File: src/rtl/mandel_pixel_scheduler.sv
// Frame sequencer for a bank of depth engines.
// Walks the raster, dispatches round-robin and retires results in raster order.
module mandel_pixel_scheduler #(
   parameter int NUM_ENG = 4,
   parameter int FRAC    = 16,
   parameter int FRAME_W = 640,
   parameter int FRAME_H = 480
) (
   input  logic                 sysclk,
   input  logic                 reset_n,
   input  logic                 frame_start,
   input  logic [31:0]          cfg_re_start,
   input  logic [31:0]          cfg_im_start,
   input  logic [31:0]          cfg_step,
   output logic                 busy,
   output logic                 frame_done,
   output logic [NUM_ENG-1:0]   eng_start,
   output logic [9:0]           eng_x,
   output logic [8:0]           eng_y,
   output logic [31:0]          eng_re_c,
   output logic [31:0]          eng_im_c,
   input  logic [NUM_ENG-1:0]   eng_done,
   input  logic [8*NUM_ENG-1:0] eng_depth,
   output logic                 pix_valid,
   input  logic                 pix_ready,
   output logic [9:0]           pix_x,
   output logic [8:0]           pix_y,
   output logic [7:0]           pix_depth,
   output logic                 pix_last
);

   localparam int PW = (NUM_ENG > 1) ? $clog2(NUM_ENG) : 1;
   localparam logic [9:0]    X_LAST = 10'(FRAME_W - 1);
   localparam logic [8:0]    Y_LAST = 9'(FRAME_H - 1);
   localparam logic [PW-1:0] P_LAST = PW'(NUM_ENG - 1);

   // Marker scope that only elaborates for an unsupported configuration
   if (NUM_ENG < 1 || NUM_ENG > 8 || FRAC < 0 || FRAC > 31 ||
       FRAME_W < 1 || FRAME_W > 1024 ||
       FRAME_H < 1 || FRAME_H > 512) begin : g_bad_params
   end

   typedef enum logic [1:0] {S_IDLE, S_RUN, S_DRAIN} state_t;

   state_t              state_q, state_d;
   logic [9:0]          x_q;
   logic [8:0]          y_q;
   logic [31:0]         re_q, im_q, re0_q, step_q;
   logic [PW-1:0]       dp_q, rp_q;
   logic [NUM_ENG-1:0]  eng_busy_q, eng_busy_d;
   logic [NUM_ENG-1:0]  done_eff;
   logic [9:0]          tag_x [NUM_ENG];
   logic [8:0]          tag_y [NUM_ENG];
   logic [7:0]          depth_arr [NUM_ENG];
   logic                dispatch, retire, last_hs;

   assign eng_x    = x_q;
   assign eng_y    = y_q;
   assign eng_re_c = re_q;
   assign eng_im_c = im_q;

   assign last_hs  = pix_valid && pix_ready && pix_last;
   // Done seen in a start cycle belongs to the previous result
   assign done_eff = eng_done & ~eng_start;
   assign retire   = eng_busy_q[rp_q] && done_eff[rp_q] &&
                     (!pix_valid || pix_ready);

   // State register
   always_ff @(posedge sysclk or negedge reset_n) begin
      if (!reset_n) state_q <= S_IDLE;
      else          state_q <= state_d;
   end

   // Next state, busy flag and dispatch decision
   always_comb begin
      state_d  = state_q;
      busy     = 1'b0;
      dispatch = 1'b0;
      unique case (state_q)
         S_IDLE: begin
            if (frame_start) state_d = S_RUN;
         end
         S_RUN: begin
            busy     = 1'b1;
            dispatch = !eng_busy_q[dp_q];
            if (dispatch && x_q == X_LAST && y_q == Y_LAST)
               state_d = S_DRAIN;
         end
         S_DRAIN: begin
            busy = 1'b1;
            if (last_hs) state_d = S_IDLE;
         end
         default: state_d = S_IDLE;
      endcase
   end

   // One-hot start pulse to the engine under the dispatch pointer
   always_comb begin
      eng_start = '0;
      if (dispatch) eng_start[dp_q] = 1'b1;
   end

   // Unpack per-engine depth results
   always_comb begin
      for (int k = 0; k < NUM_ENG; k++)
         depth_arr[k] = eng_depth[8*k +: 8];
   end

   // Engine occupancy: set on dispatch, cleared on retire
   always_comb begin
      eng_busy_d = eng_busy_q;
      if (dispatch) eng_busy_d[dp_q] = 1'b1;
      if (retire)   eng_busy_d[rp_q] = 1'b0;
   end

   // Raster position and incremental complex coordinate
   always_ff @(posedge sysclk or negedge reset_n) begin
      if (!reset_n) begin
         x_q    <= '0;
         y_q    <= '0;
         re_q   <= '0;
         im_q   <= '0;
         re0_q  <= '0;
         step_q <= '0;
      end else if (state_q == S_IDLE && frame_start) begin
         x_q    <= '0;
         y_q    <= '0;
         re_q   <= cfg_re_start;
         im_q   <= cfg_im_start;
         re0_q  <= cfg_re_start;
         step_q <= cfg_step;
      end else if (dispatch) begin
         if (x_q == X_LAST) begin
            x_q  <= '0;
            y_q  <= y_q + 9'd1;
            re_q <= re0_q;
            im_q <= im_q - step_q;
         end else begin
            x_q  <= x_q + 10'd1;
            re_q <= re_q + step_q;
         end
      end
   end

   // Pointers, occupancy and per-engine coordinate tags
   always_ff @(posedge sysclk or negedge reset_n) begin
      if (!reset_n) begin
         dp_q       <= '0;
         rp_q       <= '0;
         eng_busy_q <= '0;
         for (int k = 0; k < NUM_ENG; k++) begin
            tag_x[k] <= '0;
            tag_y[k] <= '0;
         end
      end else begin
         eng_busy_q <= eng_busy_d;
         if (dispatch) begin
            tag_x[dp_q] <= x_q;
            tag_y[dp_q] <= y_q;
            dp_q        <= (dp_q == P_LAST) ? '0 : dp_q + PW'(1);
         end
         if (retire)
            rp_q <= (rp_q == P_LAST) ? '0 : rp_q + PW'(1);
      end
   end

   // Single output register; holds until accepted downstream
   always_ff @(posedge sysclk or negedge reset_n) begin
      if (!reset_n) begin
         pix_valid <= 1'b0;
         pix_x     <= '0;
         pix_y     <= '0;
         pix_depth <= '0;
         pix_last  <= 1'b0;
      end else if (retire) begin
         pix_valid <= 1'b1;
         pix_x     <= tag_x[rp_q];
         pix_y     <= tag_y[rp_q];
         pix_depth <= depth_arr[rp_q];
         pix_last  <= (tag_x[rp_q] == X_LAST) && (tag_y[rp_q] == Y_LAST);
      end else if (pix_ready) begin
         pix_valid <= 1'b0;
      end
   end

   // Frame completion pulse after the last pixel handshake
   always_ff @(posedge sysclk or negedge reset_n) begin
      if (!reset_n) frame_done <= 1'b0;
      else          frame_done <= (state_q == S_DRAIN) && last_hs;
   end

endmodule

File: config.mk
export PLATFORM = sky130hd
export DESIGN_NAME = mandel_pixel_scheduler
export DESIGN_NICKNAME = d
export VERILOG_FILES = /design/src/rtl/mandel_pixel_scheduler.sv
export SDC_FILE = /design/constraint.sdc
export NUM_CORES = 1
export LEC_CHECK = 0
export CAP_MARGIN = 20
export CORE_MARGIN = 2
export CORE_UTILIZATION = 40
export CTS_CLUSTER_SIZE = 12
export DETAILED_ROUTE_END_ITERATION = 10
export SLEW_MARGIN = 0
export SYNTH_ARGS = -nofsm -noshare
export SYNTH_HDL_FRONTEND = slang
export SYNTH_SLANG_ARGS = --single-unit
File: constraint.sdc
create_clock -name sysclk -period 6.1 [get_ports sysclk]
set_clock_uncertainty 0.15 [all_clocks]
set_input_delay 0.61 -clock sysclk [delete_from_list [all_inputs] [get_ports sysclk]]
set_output_delay 0.61 -clock sysclk [all_outputs]
set_load 0.01 [all_outputs]
==> flow_summary.json, run 1 <==
{
  "reg2reg_from": "dp_q[0]",
  "cts_max_level": 1,
  "total_power_uw": 10100,
  "postCtsResizedCells": 0,
  "port_buffers": 253,
  "synth_ff_type": "dfrtp_1",
  "end_kind": "output port",
  "rsz0062_at_grt": "no",
  "worst-r2r-cell-count": 9,
  "synth-compound-area-share_pct": 14.9,
  "ys_seq_area_share_pct": 45.2,
  "finalSetupTns_ns": 0,
  "postCtsSetupRepairBufs": 0,
  "hold_buffers": 0,
  "ir_drop_v": 0.000288,
  "vias_per_cell": 5.42,
  "crit_fanout": 47,
  "async_reset_ff_share_pct": 100,
  "grt_pass1_wl_mm": 64.6,
  "clk_path_buf_depth": 3,
  "synth-edff-count": 0,
  "cts-root-buf": "clkbuf_16",
  "holdCritPathClass": "primary input to async pin",
  "grt-ovfl-total": 0,
  "drv_slew": 0,
  "setup.worst_path.class": "flop to output port",
  "finalSetupViolCount": 0,
  "syn_to_final_growth_pct": 27.2,
  "core_region_area_sq_um": 35700,
  "start_kind": "flop",
  "vias": 11700,
  "grt_max_degree": 141,
  "tritoncts": "yes",
  "drc": 0,
  "multi_input_area_sq_um": 7510,
  "track_usage_pct": 21.0,
  "syn_inst": 1458,
  "clk_latency_ns": 0.55,
  "hold_viol": 20,
  "p_per_area_nw_per_um2": 547,
  "dp_hpwl_mm": 28.3,
  "synthXorXnorAreaFrac_pct": 3.91,
  "final.period_utilization_pct": 67.9,
  "final_antenna_net_count": 0,
  "worst-r2r-setup-slack_ns": 2.46,
  "post-route-min-period_ns": 4.14,
  "firstDrtPassIters": 5,
  "routedWlPerCell_um": 18.6,
  "violations": "negative hold slack",
  "cts.sinks": 263,
  "synthSimpleGateAreaFrac_pct": 13.1,
  "cts_buffers": 30,
  "required_ns": 5.34,
  "clkTransAtPathRegs_ns": 0.06,
  "ios": 254,
  "nFillCells": 3329,
  "r2r-end": "pix_y[5]",
  "start_util_pct": 40.7,
  "max-cap-violations": 0,
  "die_y_um": 195,
  "synthMuxAreaShare_pct": 12.7,
  "fmax_mhz": 241,
  "syn_area_per_cell_sq_um": 9.99,
  "grt_pass1_vias": 11700,
  "antenna_found_initial": 2,
  "final-seq-area_sq_um": 6580,
  "synth_fp_nets": 1672,
  "endpoint": "eng_start[2]",
  "worst_pin_slew_ns": 0.996,
  "startpoint": "dp_q[0]",
  "yosysWarningCount": 0,
  "whs_ns": -0.0518,
  "dieArea_sq_um": 37900,
  "wl_mm": 40.2,
  "cp.arrival_ns": 3.38,
  "syn_area_sq_um": 14600,
  "die_w_um": 195,
  "drt_first_iter_violations": 594,
  "status": "complete, but fails checks",
  "worst_slew_margin_rel_pct": 33.6,
  "fp-row-count": 69,
  "synth_cell_type_count": 67,
  "synth_top_family_by_area": "compound AO/OA/AOI/OAI gates",
  "layout-drive-gt1-share_pct": 12.2,
  "synthAdderAreaFrac_pct": 6.81,
  "leakage_uw": 0.00835,
  "nNetsFinal": 1895,
  "ys_ff_latch": 263,
  "routabilityCongestion": 0.840
}
cell usage after synthesis, types with 18 or more instances:
master / number / area [sq um]
a21oi_1: 108 / 541
nand3_1: 26 / 130
nor3_1: 18 / 90.1
a21o_1: 28 / 210
nand2_1: 227 / 852
mux4_2: 28 / 631
ha_1: 76 / 951
nor2_1: 89 / 334
mux2_2: 105 / 1180
o21ai_0: 109 / 546
xor2_1: 32 / 280
inv_1: 47 / 176
dfrtp_1: 263 / 6580
clkbuf_1: 57 / 214
xnor2_1: 33 / 289
layout by cell type (no fill, tap or decap), types with 6 or more instances in the layout:
cell type and instances:
or3_1 8, nand3_1 26, a31oi_1 15, mux2_2 105
ha_1 76, clkdlybuf4s50_1 252, dfrtp_1 262, xor2_1 32
o21ai_0 109, buf_4 14, and3_1 16, nand4_1 12
clkbuf_16 31, nor3_1 18, nor2_1 88, xnor2_1 33
clkbuf_8 6, nand2_1 225, o221ai_1 8, inv_1 47
a21oi_1 108, a211oi_1 16, o211ai_1 16, a21o_1 28
nand2b_1 12, mux4_2 28, clkbuf_1 10
per-layer routing:
layer	wire, um	vias up	track usage [%]
li1	-	5657	-
met1	18900	5728	29.8
met2	18200	296	34.0
met3	2480	43	3.89
met4	639	2	4.01
met5	13	-	0
logic make-up (layout without fill, tap and decap cells):
family / Yosys count / count (layout)
muxes: 137 / 137
other: 0 / 1
and+or+nand+nor: 437 / 437
AOI/OAI and AO/OA: 353 / 353
buffers and inverters: 125 / 370
adders and majority gates: 78 / 78
DFF: 263 / 263
xor gates and xnor gates: 65 / 65
worst max-delay path: stages (launching register included):
cell             delay (ns)
dfrtp_1                0.44
mux4_2                 0.60
nor2b_4                0.16
buf_4                  0.44
and2_0                 0.23
buf_4                  0.32
clkdlybuf4s50_1        0.62
power breakdown:
group          total (uW)  switching [uW]  internal, uW
Clock                1820             734          1080
Sequential           2800             493          2310
Combinational        5510            2970          2540
Total               10100            4190          5930
sequential cells by signal (all words and copies together), names as in the netlist:
name / cells
state_q: 2
rp_q: 2
frame_done: 1
eng_re_c: 32
eng_busy_q: 4
step_q: 32
pix_x: 10
dp_q: 2
eng_x: 10
pix_last: 1
pix_y: 9
eng_im_c: 32
tag_x: 40
eng_y: 9
pix_valid: 1
tag_y: 36
re0_q: 32
pix_depth: 8
cell type report:
type,count,area share [%]
Antenna cell,1,0.0135
Clock inverter,7,0.473
Timing Repair Buffer,269,14.5
Multi-Input combinational cell,1070,40.6
Inverter,47,0.953
Tap cell,461,3.12
Sequential cell,263,35.6
Clock buffer,47,4.84
per-stage QoR:
stage               setup slack (ns)  instance area [sq um]  utilization (%)  std cells
floorplan                       2.91                  14600                -       1458
global placement                2.58                  17500             49.0       2110
detailed placement              2.47                  17500             49.0       2110
CTS                             1.92                  18500             51.8       2164
global route                    1.80                  18500             51.8       2164
finish                          1.96                  18500             51.8       2165
worst min path at each step:
| stage | depth (start not counted) | to | from |
|---|---|---|---|
| floorplan | 0 | dp_q[0] | reset_n |
| global placement | 2 | re0_q[21] | re0_q[21] |
| detailed placement | 2 | re0_q[21] | re0_q[21] |
| global route | 1 | tag_x[4] | reset_n |
| finish | 1 | tag_x[4] | reset_n |
| CTS | 1 | tag_x[4] | reset_n |
(Power assumes the default switching activity.)
==> run 2, diff against run 1 <==
Clock period 6.1 ns to 4.29 ns, I/O delays scaled along.
==> run 2 against run 1 <==
Wire length rose by 0.87%; register-to-register slack worse by 1.7 ns; the flow now finishes without violations; die area unchanged; non-clock buffer count grew 9; core utilization rose by 0.39 points; largest cell class unchanged; hold slack improved by 0.30 ns; flip-flop and latch count unchanged; cell count increased by 0.42%; count of clock-buffer cells in the layout shrank 4; clock power increased by 45%; first-iteration DRC count rose by 6.2%; power rose by 43%.
==> flow_summary.json, run 2 (synthesized netlist as in run 1, its figures left out) <==
{
  "status": "complete, no violations",
  "layout.cells.most_common": "dfrtp_1",
  "worst-r2r-setup-slack_ns": 0.72,
  "final_util_pct": 52.2,
  "vias_per_cell": 5.37,
  "finalSetupViolCount": 0,
  "grt_pass1_vias": 11800,
  "postCtsSetupRepairBufs": 0,
  "rsz0062_at_grt": "no",
  "grt.met1_usage_pct": 30.5,
  "worst_slew_margin_rel_pct": 37.7,
  "holdCritPathClass": "primary input to flop",
  "antenna_found_initial": 1,
  "die_y_um": 195,
  "fmax_mhz": 280,
  "fp-row-count": 69,
  "drt_first_iter_violations": 631,
  "tritoncts": "yes",
  "die_w_um": 195,
  "start_kind": "flop",
  "total_power_uw": 14500,
  "ir_drop_v": 0.000420,
  "clk_path_buf_depth": 3,
  "nFillCells": 3289,
  "hold_viol": 0,
  "track_usage_pct": 21.3,
  "leakage_uw": 0.00842,
  "swShare_pct": 41.2,
  "drc": 0,
  "seq_power_share_pct": 27.5,
  "groute.layer.met3.usage_pct": 4.51,
  "clk_latency_ns": 0.57,
  "top_register": "tag_x",
  "grt-ovfl-total": 0,
  "layout-drive-gt1-share_pct": 13.0,
  "routabilityCongestion": 0.870,
  "clkTransAtPathRegs_ns": 0.06,
  "final_antenna_net_count": 0,
  "finalSetupTns_ns": 0,
  "firstDrtPassIters": 5,
  "start_util_pct": 40.7,
  "core_region_area_sq_um": 35700,
  "port_buffers": 253,
  "grt_busiest_layer": "met2",
  "end_kind": "flop",
  "grt_pass1_wl_mm": 65.0,
  "largest_registers": "tag_x (40), tag_y (36)",
  "dp_hpwl_mm": 29.0,
  "met2_usage_pct": 32.7,
  "final.period_utilization_pct": 83.2,
  "nNetsFinal": 1905,
  "p_int_uw": 8530,
  "max_stage_delay_ns": 0.43,
  "cts.sinks": 263,
  "required_ns": 4.56,
  "syn_to_final_growth_pct": 28.1,
  "drv_slew": 0,
  "cts_buffers": 31,
  "vias": 11700,
  "p_per_area_nw_per_um2": 778,
  "clockPowerShare_pct": 18.1,
  "largest_reg_flops": 40,
  "cp.arrival_ns": 3.84,
  "wl_mm": 40.6,
  "routedWlPerCell_um": 18.7,
  "dieArea_sq_um": 37900,
  "worst_pin_slew_ns": 0.934,
  "post-route-min-period_ns": 3.57,
  "combPwrFrac_pct": 54.4,
  "power.switching_uw": 5980,
  "crit_fanout": 3,
  "mostFrequentLayoutCells": "dfrtp_1 (262), clkdlybuf4s50_1 (252), nand2_1 (225), o21ai_0 (109), a21oi_1 (108)",
  "ios": 254,
  "setup.worst_path.class": "flop to flop",
  "grt_max_degree": 112,
  "cts_max_level": 1,
  "crit_chain": "ha_1 -> fa_1 -> a211oi_1 -> nor2_1 -> nor3_1 -> o21ai_0 -> a21oi_1 -> a31oi_1 -> a41o_1 -> a221oi_1 -> xor2_1 -> a22oi_1",
  "crit_slowest_cell": "fa_1",
  "max-cap-violations": 0,
  "cts-root-buf": "clkbuf_16"
}
## run 2: final timing paths
| path | cells after the start | endpoint | startpoint |
|---|---|---|---|
| hold reg to reg | 2 | re0_q[31] | re0_q[31] |
| max in group asynchronous | 3 | eng_re_c[27] | reset_n |
| setup reg to reg | 12 | eng_re_c[30] | step_q[0] |
| setup / recovery | 12 | eng_re_c[30] | step_q[0] |
| hold / removal | 3 | step_q[31] | cfg_step[31] |
| min in group asynchronous | 2 | tag_x[25] | reset_n |
## run 2: layout make-up
cell class	instances	area, sq um	area share [%]
antenna	1	2.50	0.0134
clock buffer	43	901	4.83
clock inverter	11	128	0.684
inverter	47	176	0.946
multi-input combinational	1070	7510	40.3
sequential	263	6580	35.3
tap	461	577	3.09
timing repair buffer	278	2780	14.9
## run 2: routing by layer
layer  wire, um  vias up
met3       2750       52
met5          0        -
met2      17600      350
met4       1000        0
li1           -     5668
met1      19200     5615
## run 2: worst max-delay path: cells and delay by family (launching register included)
family,cells,cell delay [ns]
xor gates and xnor gates,1,0.18
AOI/OAI and AO/OA,7,1.77
DFF,1,0.40
adders and majority gates,2,0.66
and+or+nand+nor,2,0.27
## run 2: power by group through the flow
stage / registers, uW / logic [uW] / clock network, uW
floorplan: 3930 / 5420 / 0
global placement: 3990 / 7810 / 0
detailed placement: 4010 / 7860 / 0
CTS: 3980 / 7920 / 2710
global route: 4090 / 8820 / 2810
finish: 3980 / 7900 / 2630
## run 2: through the flow
stage          worst slack, ns  instance area, sq um  hold WS, ns  cells
6_report                 0.719                 18700        0.244   2174
3_3_place_gp             0.736                 17600        0.299   2118
4_1_cts                  0.674                 18700        0.226   2173
5_1_grt                  0.535                 18700        0.251   2174
2_1_floorplan             1.10                 14600      -0.0166   1458
3_5_place_dp             0.686                 17600        0.304   2118
## run 2: timing repair
| action | in CTS | in global routing |
|---|---|---|
| endpoints found under the hold margin | 106 | 0 |
| hold buffers | 1 | 0 |
| resized for setup | 0 | 0 |
